## src/rtl/noc_serdes_pkg.sv

```systemverilog
// Shared definitions for the serial flit link: frame geometry, parity and error codes.
package noc_serdes_pkg;

  localparam int FLIT_W_DEF = 34;
  localparam int PAR_MAX_W  = 256;

  typedef enum logic [1:0] {ERR_NONE, ERR_PARITY, ERR_FRAME, ERR_OVF} err_code_e;

  // ceil((flit_w + 1) / lane_w): one parity bit rides with every flit
  function automatic int beats_per_frame(input int flit_w, input int lane_w);
    return (flit_w + lane_w) / lane_w;
  endfunction

  function automatic logic even_parity(input logic [PAR_MAX_W-1:0] v);
    return ^v;
  endfunction

endpackage

```

## src/rtl/flit_fifo.sv

```systemverilog
// Synchronous first-word-fall-through flit FIFO; head visible the cycle after push.
// A push into a full FIFO is dropped unless a pop happens in the same cycle.
module flit_fifo #(
  parameter int DEPTH  = 4,
  parameter int FLIT_W = 34,
  localparam int CNT_W = $clog2(DEPTH + 1)
) (
  input  logic              clk,
  input  logic              rst,
  input  logic              push,
  input  logic [FLIT_W-1:0] push_flit,
  input  logic              pop,
  output logic [FLIT_W-1:0] head_flit,
  output logic [CNT_W-1:0]  count,
  output logic              full
);

  localparam int AW = (DEPTH > 1) ? $clog2(DEPTH) : 1;
  localparam logic [AW-1:0] LAST = AW'(DEPTH - 1);

  logic [FLIT_W-1:0] mem_q [DEPTH];
  logic [FLIT_W-1:0] mem_d [DEPTH];
  logic [AW-1:0]     wr_ptr_q, wr_ptr_d, rd_ptr_q, rd_ptr_d;
  logic [CNT_W-1:0]  count_q, count_d;
  logic              do_push, do_pop;

  assign full      = (count_q == CNT_W'(DEPTH));
  assign count     = count_q;
  assign head_flit = mem_q[rd_ptr_q];
  assign do_pop    = pop && (count_q != '0);
  assign do_push   = push && (!full || do_pop);

  always_comb begin
    mem_d    = mem_q;
    wr_ptr_d = wr_ptr_q;
    rd_ptr_d = rd_ptr_q;
    count_d  = count_q;
    if (do_push) begin
      mem_d[wr_ptr_q] = push_flit;
      wr_ptr_d = (wr_ptr_q == LAST) ? '0 : wr_ptr_q + AW'(1);
    end
    if (do_pop) begin
      rd_ptr_d = (rd_ptr_q == LAST) ? '0 : rd_ptr_q + AW'(1);
    end
    case ({do_push, do_pop})
      2'b10:   count_d = count_q + CNT_W'(1);
      2'b01:   count_d = count_q - CNT_W'(1);
      default: count_d = count_q;
    endcase
  end

  always_ff @(posedge clk) begin
    if (rst) begin
      mem_q    <= '{default: '0};
      wr_ptr_q <= '0;
      rd_ptr_q <= '0;
      count_q  <= '0;
    end else begin
      mem_q    <= mem_d;
      wr_ptr_q <= wr_ptr_d;
      rd_ptr_q <= rd_ptr_d;
      count_q  <= count_d;
    end
  end

endmodule

```

## src/rtl/flit_serdes_lane.sv

```systemverilog
// Parity-framed flit serializer/deserializer for one NoC serial link; loopback latency NB+1 cycles.
// TX checks s_out_ready once per flit; RX grants credit through a registered s_in_ready.
module flit_serdes_lane
  import noc_serdes_pkg::*;
#(
  parameter int FLIT_W    = FLIT_W_DEF,
  parameter int LANE_W    = 1,
  parameter int DEPTH     = 4,
  parameter int ERR_CNT_W = 16
) (
  input  logic                 clk,
  input  logic                 rst,
  input  logic [FLIT_W-1:0]    p_in_flit,
  input  logic                 p_in_valid,
  output logic                 p_in_ready,
  output logic [LANE_W-1:0]    s_out_data,
  output logic                 s_out_frame,
  input  logic                 s_out_ready,
  input  logic [LANE_W-1:0]    s_in_data,
  input  logic                 s_in_frame,
  output logic                 s_in_ready,
  output logic [FLIT_W-1:0]    p_out_flit,
  output logic                 p_out_valid,
  input  logic                 p_out_ready,
  output logic                 err_pulse,
  output logic [ERR_CNT_W-1:0] err_cnt
);

  localparam int NB      = beats_per_frame(FLIT_W, LANE_W);
  localparam int FRAME_W = NB * LANE_W;
  localparam int BEAT_W  = (NB > 1) ? $clog2(NB) : 1;
  localparam int CNT_W   = $clog2(DEPTH + 1);
  localparam logic [BEAT_W-1:0] LAST_BEAT = BEAT_W'(NB - 1);

  typedef enum logic {TX_IDLE, TX_SHIFT} tx_state_e;

  tx_state_e              tx_state_q, tx_state_d;
  logic [BEAT_W-1:0]      tx_beat_q, tx_beat_d;
  logic [FRAME_W-1:0]     tx_sh_q, tx_sh_d;
  logic [LANE_W-1:0]      s_out_data_q, s_out_data_d;
  logic                   s_out_frame_q, s_out_frame_d;
  logic [BEAT_W-1:0]      rx_beat_q, rx_beat_d;
  logic [FRAME_W-1:0]     rx_sh_q, rx_sh_d;
  logic                   s_in_ready_q, s_in_ready_d;
  logic                   err_pulse_q, err_pulse_d;
  logic [ERR_CNT_W-1:0]   err_cnt_q, err_cnt_d;
  logic                   live_q;

  logic                   out_en, tx_hs;
  logic [FRAME_W-1:0]     tx_frame, rx_asm;
  logic [FLIT_W-1:0]      rx_flit, fifo_head;
  logic                   rx_good, fifo_full, fifo_pop, fifo_push_eff;
  logic [CNT_W-1:0]       fifo_count;
  err_code_e              rx_err;
  int                     cnt_next, inflight_next;

  // live_q keeps every handshake output low for the first cycle after reset
  assign out_en      = live_q && !rst;
  assign p_in_ready  = out_en && s_out_ready && (tx_state_q == TX_IDLE || tx_beat_q == LAST_BEAT);
  assign tx_hs       = p_in_valid && p_in_ready;
  assign tx_frame    = FRAME_W'({even_parity(PAR_MAX_W'(p_in_flit)), p_in_flit});
  assign s_out_data  = s_out_data_q;
  assign s_out_frame = s_out_frame_q;
  assign s_in_ready  = s_in_ready_q;
  assign err_pulse   = err_pulse_q;
  assign err_cnt     = err_cnt_q;
  assign p_out_valid = out_en && (fifo_count != '0);
  assign p_out_flit  = p_out_valid ? fifo_head : '0;
  assign fifo_pop    = p_out_valid && p_out_ready;
  assign fifo_push_eff = rx_good && (!fifo_full || fifo_pop);

  always_comb begin
    tx_state_d    = tx_state_q;
    tx_beat_d     = tx_beat_q;
    tx_sh_d       = tx_sh_q;
    s_out_data_d  = '0;
    s_out_frame_d = 1'b0;
    if (tx_hs) begin
      tx_state_d    = TX_SHIFT;
      tx_beat_d     = '0;
      s_out_data_d  = tx_frame[LANE_W-1:0];
      s_out_frame_d = 1'b1;
      tx_sh_d       = tx_frame >> LANE_W;
    end else if (tx_state_q == TX_SHIFT && tx_beat_q != LAST_BEAT) begin
      tx_beat_d     = tx_beat_q + BEAT_W'(1);
      s_out_data_d  = tx_sh_q[LANE_W-1:0];
      s_out_frame_d = 1'b1;
      tx_sh_d       = tx_sh_q >> LANE_W;
    end else begin
      tx_state_d = TX_IDLE;
      tx_beat_d  = '0;
    end
  end

  always_comb begin
    rx_asm = rx_sh_q;
    rx_asm[int'(rx_beat_q) * LANE_W +: LANE_W] = s_in_data;
    rx_flit   = rx_asm[FLIT_W-1:0];
    rx_beat_d = rx_beat_q;
    rx_sh_d   = rx_sh_q;
    rx_good   = 1'b0;
    rx_err    = ERR_NONE;
    if (s_in_frame) begin
      if (rx_beat_q == LAST_BEAT) begin
        rx_beat_d = '0;
        if (rx_asm[FLIT_W] == even_parity(PAR_MAX_W'(rx_flit))) rx_good = 1'b1;
        else rx_err = ERR_PARITY;
      end else begin
        rx_beat_d = rx_beat_q + BEAT_W'(1);
        rx_sh_d   = rx_asm;
      end
    end else if (rx_beat_q != '0) begin
      rx_beat_d = '0;
      rx_err    = ERR_FRAME;
    end
    if (rx_good && fifo_full && !fifo_pop) rx_err = ERR_OVF;
  end

  // Credit looks one cycle ahead: space left after this cycle's push/pop and any frame still arriving
  always_comb begin
    cnt_next      = int'(fifo_count) + int'(fifo_push_eff) - int'(fifo_pop);
    inflight_next = (rx_beat_d != '0) ? 1 : 0;
    s_in_ready_d  = (DEPTH - cnt_next - inflight_next) >= 2;
    err_pulse_d   = (rx_err != ERR_NONE);
    err_cnt_d     = (err_pulse_d && err_cnt_q != '1) ? err_cnt_q + ERR_CNT_W'(1) : err_cnt_q;
  end

  always_ff @(posedge clk) begin
    if (rst) begin
      tx_state_q    <= TX_IDLE;
      tx_beat_q     <= '0;
      tx_sh_q       <= '0;
      s_out_data_q  <= '0;
      s_out_frame_q <= 1'b0;
      rx_beat_q     <= '0;
      rx_sh_q       <= '0;
      s_in_ready_q  <= 1'b0;
      err_pulse_q   <= 1'b0;
      err_cnt_q     <= '0;
      live_q        <= 1'b0;
    end else begin
      tx_state_q    <= tx_state_d;
      tx_beat_q     <= tx_beat_d;
      tx_sh_q       <= tx_sh_d;
      s_out_data_q  <= s_out_data_d;
      s_out_frame_q <= s_out_frame_d;
      rx_beat_q     <= rx_beat_d;
      rx_sh_q       <= rx_sh_d;
      s_in_ready_q  <= s_in_ready_d;
      err_pulse_q   <= err_pulse_d;
      err_cnt_q     <= err_cnt_d;
      live_q        <= 1'b1;
    end
  end

  flit_fifo #(.DEPTH(DEPTH), .FLIT_W(FLIT_W)) u_rx_fifo (
    .clk       (clk),
    .rst       (rst),
    .push      (rx_good),
    .push_flit (rx_flit),
    .pop       (fifo_pop),
    .head_flit (fifo_head),
    .count     (fifo_count),
    .full      (fifo_full)
  );

endmodule

```

## config.mk

```make
export PLATFORM = sky130hd
export DESIGN_NAME = flit_serdes_lane
export DESIGN_NICKNAME = d
export VERILOG_FILES = /design/src/rtl/noc_serdes_pkg.sv /design/src/rtl/flit_fifo.sv /design/src/rtl/flit_serdes_lane.sv
export SDC_FILE = /design/constraint.sdc
export NUM_CORES = 1
export LEC_CHECK = 0
export BUFFER_PORTS_ARGS = -buffer_cell sky130_fd_sc_hd__buf_2
export CAP_MARGIN = 5
export CELL_PAD_IN_SITES_DETAIL_PLACEMENT = 1
export CELL_PAD_IN_SITES_GLOBAL_PLACEMENT = 2
export CORE_MARGIN = 2
export CORE_UTILIZATION = 34
export CTS_BUF_LIST = sky130_fd_sc_hd__clkbuf_16
export CTS_CLUSTER_DIAMETER = 100
export DETAILED_ROUTE_END_ITERATION = 6
export PLACE_DENSITY = 0.76
export SETUP_SLACK_MARGIN = 0.4
export SLEW_MARGIN = 15
export SYNTH_ARGS = -nofsm -noshare
export SYNTH_HDL_FRONTEND = slang
export SYNTH_SLANG_ARGS = --single-unit
```

## constraint.sdc

```tcl
create_clock -name clk -period 5.8 [get_ports clk]
set_input_delay 0.29 -clock clk [delete_from_list [all_inputs] [get_ports clk]]
set_output_delay 0.29 -clock clk [all_outputs]
set_load 0.02 [all_outputs]
```

# Word-level counts from Yosys, hierarchy flattened
# Index checks and enable logic that the tools add are counted.
op_classes:
  add_sub_neg: 12
  magnitude_cmp: 4
  n_eq_ne: 11
  n_shift: 2
  n_mux: 32
  bitwise_logic: 5
  reduce_logical: 30
ops:
  columns: ["operator", "count"]
  rows:
  - ["parity 256 bit", 2]
  - ["2-to-1 mux 34 bit", 6]
  - ["bitwise mux 136 bit", 1]
  - ["binary-select mux 34 bit (select 2 bit)", 1]
  - ["demux 34 bit (select 2 bit)", 1]
  - ["bitwise mux 35 bit", 1]
  - ["variable shift 1 x 33 -> 35 bit, first input constant", 1]
  - ["indexed part select 1 x 33 -> 35 bit", 1]
  - ["negator 6 -> 33 bit", 1]
  - ["2-to-1 mux 6 bit", 3]
  - ["adder 16 x 1 -> 16 bit, second input constant", 1]
  - ["inequality test 16 bit, second input constant", 1]
  - ["logical AND 1 bit", 14]
  - ["2-to-1 mux 1 bit", 13]
  - ["adder 6 x 1 -> 6 bit, second input constant", 2]
  - ["equality test 6 bit, second input constant", 2]
  - ["nonzero test 6 bit", 2]
  - ["2-to-1 mux 2 bit", 5]
  - [">= comparator 7 x 3 -> 1 bit, second input constant", 1]
  - ["subtractor 6 x 2 -> 7 bit", 1]
  - ["equality test 2 bit, second input constant", 3]
  - [">= comparator 3 bit, second input constant", 2]
  - ["inequality test 6 bit, second input constant", 1]
  - ["NOT 2 -> 3 bit", 2]
  - ["other kinds (19)", 28]
totals:
  reg_bits: 246
  in_bits: 41
  output_inout_bits: 56
  word_cells: 114

# Longest topological paths before layout
# Gate-level depths: netlist of the first run.
logic_depth:
  word_depth: 14
  mapped_depth: 28
  mapped_depth_nobuf: 24

# Modules after synthesis
# A second synthesis of the first run with hierarchy kept.
hier_totals:
  hier_cells: 1430
  area_unflattened_um2: 13361.6
by_module_without_submodules:
  columns: ["module", "instances", "cells_per_inst", "area_each_um2", "seq_area_each_um2"]
  rows:
  - ["flit_serdes_lane", 1, 849, 6691.4, 2062.0]
  - ["flit_fifo", 1, 581, 6670.1, 2862.7]

# Worst setup path before layout of the first run
# No wires, ideal clock.
synth_path:
  kind: "register -> register"
  start: "reg rx_beat_q[2]"
  end: "reg s_in_ready_q (netlist: s_in_ready)"
  setup_time_ps: 131
  arrival_time_ps: 6211
  required_time_ps: 5669
  path_slack_ps: -542
  stages_incl_launch_ff: 28
  n_path_buf: 3
  period_less_slack_ps: 6342
  cell_sequence: "dfxtp_1 buf_2 buf_1 nor2_1 nor4b_1 ha_1 buf_2 nand2_1 mux2_2 a2111oi_0 mux2i_1 xnor2_1 xnor2_1 xnor2_1 xnor3_1 xnor3_4 nor3_4 ha_1 fa_1 inv_1 ha_1 inv_1 and2_1 nor2_1 nand2_1 and3_1 a2111oi_0 nor3_1"
synth_via:
  elab_chain_len: 14
  word_cells_on_any_way: 23
  classes_between: "add/sub: 6; order compare: 1; eq/ne: 2; shift: 2; mux: 8; reduce/logical: 4"
synth_rtl:
  columns: ["element", "line", "rtl"]
  rows:
  - ["from (decl)", "flit_serdes_lane.sv:42", "logic [BEAT_W-1:0] rx_beat_q, rx_beat_d;"]
  - ["from (signal assigned)", "flit_serdes_lane.sv:147", "rx_beat_q <= rx_beat_d;"]
  - ["negator 6 -> 33 bit", "flit_serdes_lane.sv:97", "rx_asm[int'(rx_beat_q) * LANE_W +: LANE_W] = s_in_data;"]
  - ["indexed part select 1 x 33 -> 35 bit or variable shift 1 x 33 -> 35 bit (tied branches)", "flit_serdes_lane.sv:97", null]
  - ["bitwise mux 35 bit", "flit_serdes_lane.sv:97", null]
  - ["parity 256 bit", "noc_serdes_pkg.sv:15", "return ^v;"]
  - ["equality test 1 bit", "flit_serdes_lane.sv:106", "if (rx_asm[FLIT_W] == even_parity(PAR_MAX_W'(rx_flit))) rx_good = 1'b1;"]
  - ["2-to-1 mux 1 bit", "flit_serdes_lane.sv:106", null]
  - ["2-to-1 mux 1 bit", "flit_serdes_lane.sv:104", "if (rx_beat_q == LAST_BEAT) begin"]
  - ["2-to-1 mux 1 bit", "flit_serdes_lane.sv:103", "if (s_in_frame) begin"]
  - ["logical AND 1 bit", "flit_serdes_lane.sv:70", "assign fifo_push_eff = rx_good && (!fifo_full || fifo_pop);"]
  - ["adder 3 x 1 -> 4 bit", "flit_serdes_lane.sv:121", "cnt_next = int'(fifo_count) + int'(fifo_push_eff) - int'(fifo_pop);"]
  - ["subtractor 4 x 1 -> 5 bit", "flit_serdes_lane.sv:121", null]
  - ["subtractor 4 x 5 -> 6 bit", "flit_serdes_lane.sv:123", "s_in_ready_d = (DEPTH - cnt_next - inflight_next) >= 2;"]
  - ["subtractor 6 x 2 -> 7 bit *", "flit_serdes_lane.sv:123", null]
  - [">= comparator 7 x 3 -> 1 bit *", "flit_serdes_lane.sv:123", null]
  - ["to (signal assigned)", "flit_serdes_lane.sv:149", "s_in_ready_q <= s_in_ready_d;"]
  - ["to (decl)", "flit_serdes_lane.sv:44", "logic s_in_ready_q, s_in_ready_d;"]
# Every way passes the cells marked *; elsewhere a longest branch is shown, timed or not.
# A chain may end at the register's enable or synchronous reset.

# Final worst setup path of the first run
layout_path:
  start: "reg rx_beat_q[0]"
  end: "reg s_in_ready_q (netlist: s_in_ready)"
# Same word-level chain as after synthesis.

==> results of run 1 <==
## cells in the mapped netlist, types with 4 or more instances
cell / n
sky130_fd_sc_hd__dfxtp_1: 246
sky130_fd_sc_hd__nor2_1: 152
sky130_fd_sc_hd__nand2_1: 136
sky130_fd_sc_hd__a21oi_1: 93
sky130_fd_sc_hd__a211oi_1: 72
sky130_fd_sc_hd__clkbuf_1: 68
sky130_fd_sc_hd__mux2i_1: 64
sky130_fd_sc_hd__xnor2_1: 60
sky130_fd_sc_hd__nand3b_1: 43
sky130_fd_sc_hd__nor2b_1: 38
sky130_fd_sc_hd__a22oi_1: 35
sky130_fd_sc_hd__nor3_1: 35
sky130_fd_sc_hd__mux4_2: 34
sky130_fd_sc_hd__o21ai_1: 33
sky130_fd_sc_hd__inv_1: 28
sky130_fd_sc_hd__ha_1: 23
sky130_fd_sc_hd__o21ai_0: 23
sky130_fd_sc_hd__nand3_1: 20
sky130_fd_sc_hd__buf_2: 18
sky130_fd_sc_hd__or2_2: 18
sky130_fd_sc_hd__xor2_1: 16
sky130_fd_sc_hd__o31ai_1: 15
sky130_fd_sc_hd__or4_1: 15
sky130_fd_sc_hd__and3_1: 11
sky130_fd_sc_hd__buf_1: 10
sky130_fd_sc_hd__nor4_1: 9
sky130_fd_sc_hd__and2_1: 8
sky130_fd_sc_hd__or3_1: 8
sky130_fd_sc_hd__buf_6: 7
sky130_fd_sc_hd__a21boi_0: 6
sky130_fd_sc_hd__nand4_1: 6
sky130_fd_sc_hd__buf_4: 5
sky130_fd_sc_hd__mux2_2: 5
sky130_fd_sc_hd__nand2b_1: 5
sky130_fd_sc_hd__nor4_4: 4
sky130_fd_sc_hd__o22ai_1: 4
## where the power goes
part           internal, mW  total, mW  switching, mW
clock                  1.08       1.81          0.736
combinational         0.182      0.444          0.262
sequential             1.71       1.72         0.0138
total                  2.97       3.98           1.01
## sequential cells by signal, summed over array words and instances (netlist names)
| signal | count |
|---|---|
| u_rx_fifo.mem_q | 136 |
| s_in_ready | 1 |
| s_out_frame | 1 |
| live_q | 1 |
| tx_sh_q | 34 |
| err_cnt | 16 |
| s_out_data | 1 |
| rx_sh_q | 35 |
| u_rx_fifo.rd_ptr_q | 2 |
| err_pulse | 1 |
| u_rx_fifo.wr_ptr_q | 2 |
| tx_beat_q | 6 |
| tx_state_q | 1 |
| u_rx_fifo.count | 3 |
| rx_beat_q | 6 |
## repair_timing
item / 4_1_cts / 5_1_grt
gates resized for setup: 22 / 17
pin swaps: 8 / 11
endpoints found under the setup margin: 1 / 1
gates cloned: 0 / 0
buffers inserted: 21 / 8
## metal layers
metal,track usage,share of wire,vias up
li1,-,-,5295
met1,0.2624,0.47,5394
met2,0.3384,0.48,168
met3,0.02896,0.038,55
met4,0.04873,0.020,0
met5,0,0,-
## critical path: cells and delay by family (launching register included)
family	cells	cell delay (ps)
adder cells (fa/ha/maj)	4	980
buffers and inverters	7	880
AND/OR/NAND/NOR	8	1060
XOR/XNOR	3	980
flip-flops	1	370
multiplexers	1	360
AO/OA/AOI/OAI	4	590
## final timing paths
kind | start | to | cells after the start
worst max-delay path | rx_beat_q[0] | s_in_ready | 27
worst min-delay path | p_in_flit[12] | tx_sh_q[11] | 3
worst max register to register | rx_beat_q[0] | s_in_ready | 27
worst min register to register | tx_sh_q[21] | tx_sh_q[21] | 2
## layout by cell type (no fill, tap or decap), drive strengths merged, types with 3 or more instances in the layout
cell type	count
dfxtp	246
buf	184
nor2	152
nand2	138
a21oi	93
a211oi	72
mux2i	68
xnor2	60
o21ai	58
nand3b	43
nor2b	38
nor3	36
a22oi	35
mux4	34
inv	33
clkbuf	29
ha	23
nand3	20
or2	18
xor2	16
clkinv	16
or4	15
o31ai	15
nor4	13
and3	11
or3	9
and2	8
nand4	6
a21boi	6
nand2b	5
mux2	5
o22ai	4
bufinv	4
o21a	3
a31oi	3
o211ai	3
nor4b	3
xnor3	3
## through the flow
step | instances | total power, mW
after detailed placement | 1986 | 2.178
after global placement | 1986 | 2.174
final | 2068 | 3.980
after floorplan | 1429 | 2.049
after CTS | 2059 | 4.034
after global routing | 2067 | 4.139
## cell families (layout without fill, tap and decap cells)
| kind of cell | Yosys count | count (layout) | synth area share |
|---|---|---|---|
| multiplexers | 107 | 107 | 0.1199 |
| XOR/XNOR | 79 | 79 | 0.05754 |
| AND/OR/NAND/NOR | 521 | 521 | 0.2081 |
| flip-flops | 246 | 246 | 0.3845 |
| buffers and inverters | 140 | 267 | 0.04845 |
| adder cells (fa/ha/maj) | 25 | 25 | 0.02559 |
| AO/OA/AOI/OAI | 311 | 311 | 0.1560 |
| other | 0 | 1 | 0 |
## cell type report
cell class / count / area share
Inverter: 31 / 0.007665
Sequential cell: 246 / 0.3213
Clock inverter: 23 / 0.01362
Multi-Input combinational cell: 1043 / 0.4932
Tap cell: 511 / 0.04167
Clock buffer: 29 / 0.04729
Antenna cell: 1 / 0.0001631
Timing Repair Buffer: 184 / 0.07502
==> results.sh, run 1 <==
export IMPL_cts_root_buf="sky130_fd_sc_hd__clkbuf_16"
export IMPL_max_freq_mhz=187.1
export IMPL_drt_iter0_markers=522
export IMPL_die_area_um2=39240
export IMPL_gpl_final_weighted_congestion=0.8745
export IMPL_critical_path_class="reg2reg"
export IMPL_reg2reg_setup_slack_ps=460
export IMPL_power_density_cell_area_nw_per_um2=259.4
export IMPL_relSlewSlack=0.3849
export IMPL_crit_arrival_ps=5780
export IMPL_netlist_area_leader_share=0.3845
export IMPL_grt_pass1_vias=11249
export IMPL_mappedNetlistNets=1495
export IMPL_die_width_um=198.1
export IMPL_route_detailed_vias_per_inst=5.277
export IMPL_critical_path_top_delay_cell="sky130_fd_sc_hd__xnor3_4"
export IMPL_antenna_violating_nets_post_route=0
export IMPL_timing_hold_violations_final=0
export IMPL_grt_overflow_total=0
export IMPL_vias=10912
export IMPL_h_tree_depth=1
export IMPL_place_port_buffers=96
export IMPL_crit_path_max_incr_delay_ps=500
export IMPL_placed_cell_area_um2=14020
export IMPL_worst_clk_skew_ps=12.74
export IMPL_cts_reportedPaths_clkPinSlew_ps=60
export IMPL_synthToLayoutAreaGrowth_pct=19.80
export IMPL_vdd_drop_max_uv=270.2
export IMPL_timing_critical_path_to_type="flip-flop"
export IMPL_layout_nets=1600
export IMPL_critical_path_startpoint_type="flip-flop"
export IMPL_cpMostUsedCell="sky130_fd_sc_hd__buf_4"
export IMPL_post_route_cells_drive_above_1_share=0.2275
export IMPL_finalSetupViolations=0
export IMPL_fin_hold_ws_ps=37.24
export IMPL_number_of_clock_sinks_seen_by_cts=246
export IMPL_route_detailed_wl_per_inst_um=18.56
export IMPL_design_area_um2=15340
export IMPL_synth_yosys_warnings=0
export IMPL_rsz0062_at_grt="yes"
export IMPL_clock_tree_from_tritoncts="done"
export IMPL_fillers=4291
export IMPL_crit_required_ps=6230
export IMPL_timing_max_transition_violations_final=0
export IMPL_min_period_ps=5344
export IMPL_multi_input_combinational_cell_area_um2=7569
export IMPL_hpwlAfterDp_um=25510
export IMPL_core_area_um2=37400
export IMPL_detail_route_drc_violations=0
export IMPL_crit_path_max_fanout=10
export IMPL_timing_max_cap_violations=0
export IMPL_synth_area_leader_cell="sky130_fd_sc_hd__dfxtp_1"
export IMPL_grt_max_degree=84
export IMPL_syn_mean_instance_area_um2=8.963
export IMPL_mappedNetlistArea_um2=12810
export IMPL_worst_slew_pin_slew_ps=922.6
export IMPL_synth_seq_cells=246
export IMPL_ff_latch_area_um2=4931
export IMPL_path_class_of_the_lowest_slack_min_delay_path="in2reg"
export IMPL_die_height_um=198.1
export IMPL_async_flop_share=0
export IMPL_cts_buffers=28
export IMPL_num_io_pins=97
export IMPL_status="complete, no violations"
export IMPL_cts_stage_hold_buffer_count=0
export IMPL_synthCells=1429
export IMPL_setup_total_negative_slack_ps=0
export IMPL_clkLatencyLatePin_ps=560
export IMPL_fin_ws_ps=456.0
export IMPL_routed_wirelength_um=38380
export IMPL_synth_ff_type="sky130_fd_sc_hd__dfxtp_1"
export IMPL_power_static_leakage_nw=5.210
export IMPL_number_of_distinct_standard_cells_referenced_by_the_synthesized_netlist=71
export IMPL_gr_usage_all_layers=0.1980
export IMPL_finalCritPeriodShare=0.9214
export IMPL_preCtsSetupSlack_ps=161.1
export IMPL_antenna_found_initial=1
export IMPL_seq_area_frac_synth=0.3845
export IMPL_finish_utilization=0.4103
export IMPL_clk_path_buf_depth=3
export IMPL_drtPass1Iterations=5
export IMPL_synth_top_cells_by_area="sky130_fd_sc_hd__dfxtp_1, sky130_fd_sc_hd__mux4_2, sky130_fd_sc_hd__mux2i_1"
export IMPL_wire_length_of_the_first_global_routing_pass_um=62130
export IMPL_rows=71
export IMPL_initial_utilization=0.3425
export IMPL_edff_count_synth=0
(Power assumes the default switching activity.)
==> inputs of run 2 (changes only) <==
==> constraint.sdc (replaced) <==
create_clock -name clk -period 4.9 [get_ports clk]
set_input_delay 0.245 -clock clk [delete_from_list [all_inputs] [get_ports clk]]
set_output_delay 0.245 -clock clk [all_outputs]
set_load 0.02 [all_outputs]
==> results.sh, run 2 (synthesis results as in run 1) <==
export IMPL_rows=71
export IMPL_clock_tree_from_tritoncts="done"
export IMPL_fillers=4196
export IMPL_max_freq_mhz=190.3
export IMPL_crit_path_max_fanout=8
export IMPL_drt_iter0_markers=582
export IMPL_antenna_violating_nets_post_route=0
export IMPL_critical_path_startpoint_type="flip-flop"
export IMPL_ff_latch_area_um2=4937
export IMPL_top_regs="u_rx_fifo.mem_q: 136 flops, rx_sh_q: 35 flops, tx_sh_q: 34 flops"
export IMPL_wl_met3_um=1808
export IMPL_antenna_diode_count=0
export IMPL_gpl_final_weighted_congestion=0.8531
export IMPL_gr_usage_all_layers=0.2284
export IMPL_cts_buffers=30
export IMPL_mostFrequentLayoutCell="sky130_fd_sc_hd__dfxtp_1"
export IMPL_largest_register_ff_count=136
export IMPL_clkLatencyLatePin_ps=560
export IMPL_topRoutingLayerUsed="met4"
export IMPL_num_io_pins=97
export IMPL_dr_wl_met2_um=22800
export IMPL_hold_start="p_in_flit[24]"
export IMPL_worst_clk_skew_ps=13.19
export IMPL_finalSetupViolations=2
export IMPL_grt_max_degree=67
export IMPL_worst_slew_pin_slew_ps=1004
export IMPL_power_frac_clock=0.436
export IMPL_met1_layer_wirelength_in_the_final_routing_um=19930
export IMPL_internal_power_mw=3.581
export IMPL_h_tree_depth=1
export IMPL_grt_overflow_total=0
export IMPL_setup_total_negative_slack_ps=-415.1
export IMPL_timing_critical_path_to_type="flip-flop"
export IMPL_placed_cell_area_um2=14790
export IMPL_die_height_um=198.1
export IMPL_route_detailed_vias_per_inst=5.337
export IMPL_finalCritPeriodShare=1.072
export IMPL_number_of_clock_sinks_seen_by_cts=246
export IMPL_worst_r2r_startpoint="rx_beat_q[2]"
export IMPL_multi_input_combinational_cell_area_um2=7757
export IMPL_timing_hold_violations_final=0
export IMPL_layout_nets=1752
export IMPL_initial_utilization=0.3425
export IMPL_antenna_found_initial=1
export IMPL_routed_wirelength_um=45860
export IMPL_route_detailed_wl_per_inst_um=20.67
export IMPL_drtPass1Iterations=5
export IMPL_crit_required_ps=5310
export IMPL_wire_length_of_the_first_global_routing_pass_um=70400
export IMPL_grt_pass1_vias=12430
export IMPL_power_static_leakage_nw=6.279
export IMPL_hpwlAfterDp_um=25950
export IMPL_netSwitchingPower_mw=1.241
export IMPL_synthToLayoutAreaGrowth_pct=37.47
export IMPL_timing_max_transition_violations_final=0
export IMPL_crit_arrival_ps=5670
export IMPL_p_comb_frac=0.142
export IMPL_min_period_ps=5255
export IMPL_regMostFlops="u_rx_fifo.mem_q"
export IMPL_rsz0062_at_grt="yes"
export IMPL_detail_route_drc_violations=0
export IMPL_crit_startpoint="rx_beat_q[2]"
export IMPL_pwr_share_seq=0.423
export IMPL_path_class_of_the_lowest_slack_min_delay_path="in2reg"
export IMPL_post_route_cells_drive_above_1_share=0.2947
export IMPL_cts_root_buf="sky130_fd_sc_hd__clkbuf_16"
export IMPL_most_common_layout_cells="sky130_fd_sc_hd__dfxtp_1, sky130_fd_sc_hd__nor2_1, sky130_fd_sc_hd__buf_4"
export IMPL_clk_path_buf_depth=3
export IMPL_die_area_um2=39240
export IMPL_relSlewSlack=0.3305
export IMPL_cts_reportedPaths_clkPinSlew_ps=60
export IMPL_vdd_drop_max_uv=203.7
export IMPL_place_port_buffers=96
export IMPL_violations_in_the_final_reports="negative setup slack"
export IMPL_status="complete, but fails checks"
export IMPL_power_density_cell_area_nw_per_um2=273.8
export IMPL_core_area_um2=37400
export IMPL_design_area_um2=17610
export IMPL_vias=11838
export IMPL_critical_path_class="reg2reg"
export IMPL_timing_max_cap_violations=0
export IMPL_fin_ws_ps=-355.1
export IMPL_power_share_switching=0.2573
export IMPL_die_width_um=198.1
[run 2: per-layer routing]
layer,up-vias,global-route usage
met4,0,0.06906
met2,238,0.4022
met5,-,0
met1,5899,0.2841
li1,5618,-
met3,83,0.04020
[run 2: cell type report]
cell class,instances,area share
repair buffers,333,0.1833
clock inverters,22,0.008456
well taps,511,0.03631
inverters,31,0.006893
multi-input cells,1044,0.4406
clock buffers,31,0.04406
flip-flops and latches,246,0.2804
[run 2: power by group through the flow]
stage	registers [mW]	logic (mW)	clock network, mW
2_1_floorplan	2.08	0.350	0
3_3_place_gp	2.08	0.553	0
3_5_place_dp	2.08	0.561	0
4_1_cts	2.04	0.612	2.15
5_1_grt	2.04	0.728	2.23
6_report	2.04	0.682	2.10
[run 2: through the flow]
step                        util  instances  setup WS (ps)  hold WS (ps)  total power [mW]
after floorplan                -       1429         -632.6         393.3             2.432
after global placement    0.3956       2068         -311.8         439.3             2.633
after detailed placement  0.3956       2068         -417.9         447.6             2.643
after CTS                 0.4556       2198         -288.1         1.863             4.803
after global routing      0.4708       2218         -579.0         35.42             4.999
final                     0.4708       2218         -355.1         17.00             4.821
[run 2: timing repair]
action                                  CTS  global route
cloned                                   24             8
setup buffers                            27            12
hold buffers                             26             0
pin swaps                                25            42
endpoints found under the hold margin    26             0
endpoints found under the setup margin  152           156
gates resized for setup                  55            56
[run 2: worst max-delay path: stages (launching register included)]
cell and delay (ps):
sky130_fd_sc_hd__dfxtp_2 340, sky130_fd_sc_hd__nor2_4 110, sky130_fd_sc_hd__nor4b_4 270, sky130_fd_sc_hd__ha_4 250
sky130_fd_sc_hd__nand3b_1 160, sky130_fd_sc_hd__buf_4 180, sky130_fd_sc_hd__mux2i_1 250, sky130_fd_sc_hd__nand2_1 200
sky130_fd_sc_hd__a21oi_1 180, sky130_fd_sc_hd__o22ai_1 140, sky130_fd_sc_hd__xnor2_1 240, sky130_fd_sc_hd__xnor2_1 170
sky130_fd_sc_hd__xnor3_1 350, sky130_fd_sc_hd__xnor3_4 490, sky130_fd_sc_hd__nor3_4 150, sky130_fd_sc_hd__ha_2 230
sky130_fd_sc_hd__fa_1 400, sky130_fd_sc_hd__inv_1 70, sky130_fd_sc_hd__ha_1 140, sky130_fd_sc_hd__inv_1 50
sky130_fd_sc_hd__ha_1 270, sky130_fd_sc_hd__nand2b_1 70, sky130_fd_sc_hd__a2111oi_2 330, sky130_fd_sc_hd__nor3_1 70
[run 2: worst paths after layout]
path                 end  slack (ps)  depth (start not counted)
max           s_in_ready        -360                         23
min          tx_sh_q[23]          20                          3
max reg2reg   s_in_ready        -360                         23
min reg2reg   tx_sh_q[7]         450                          2
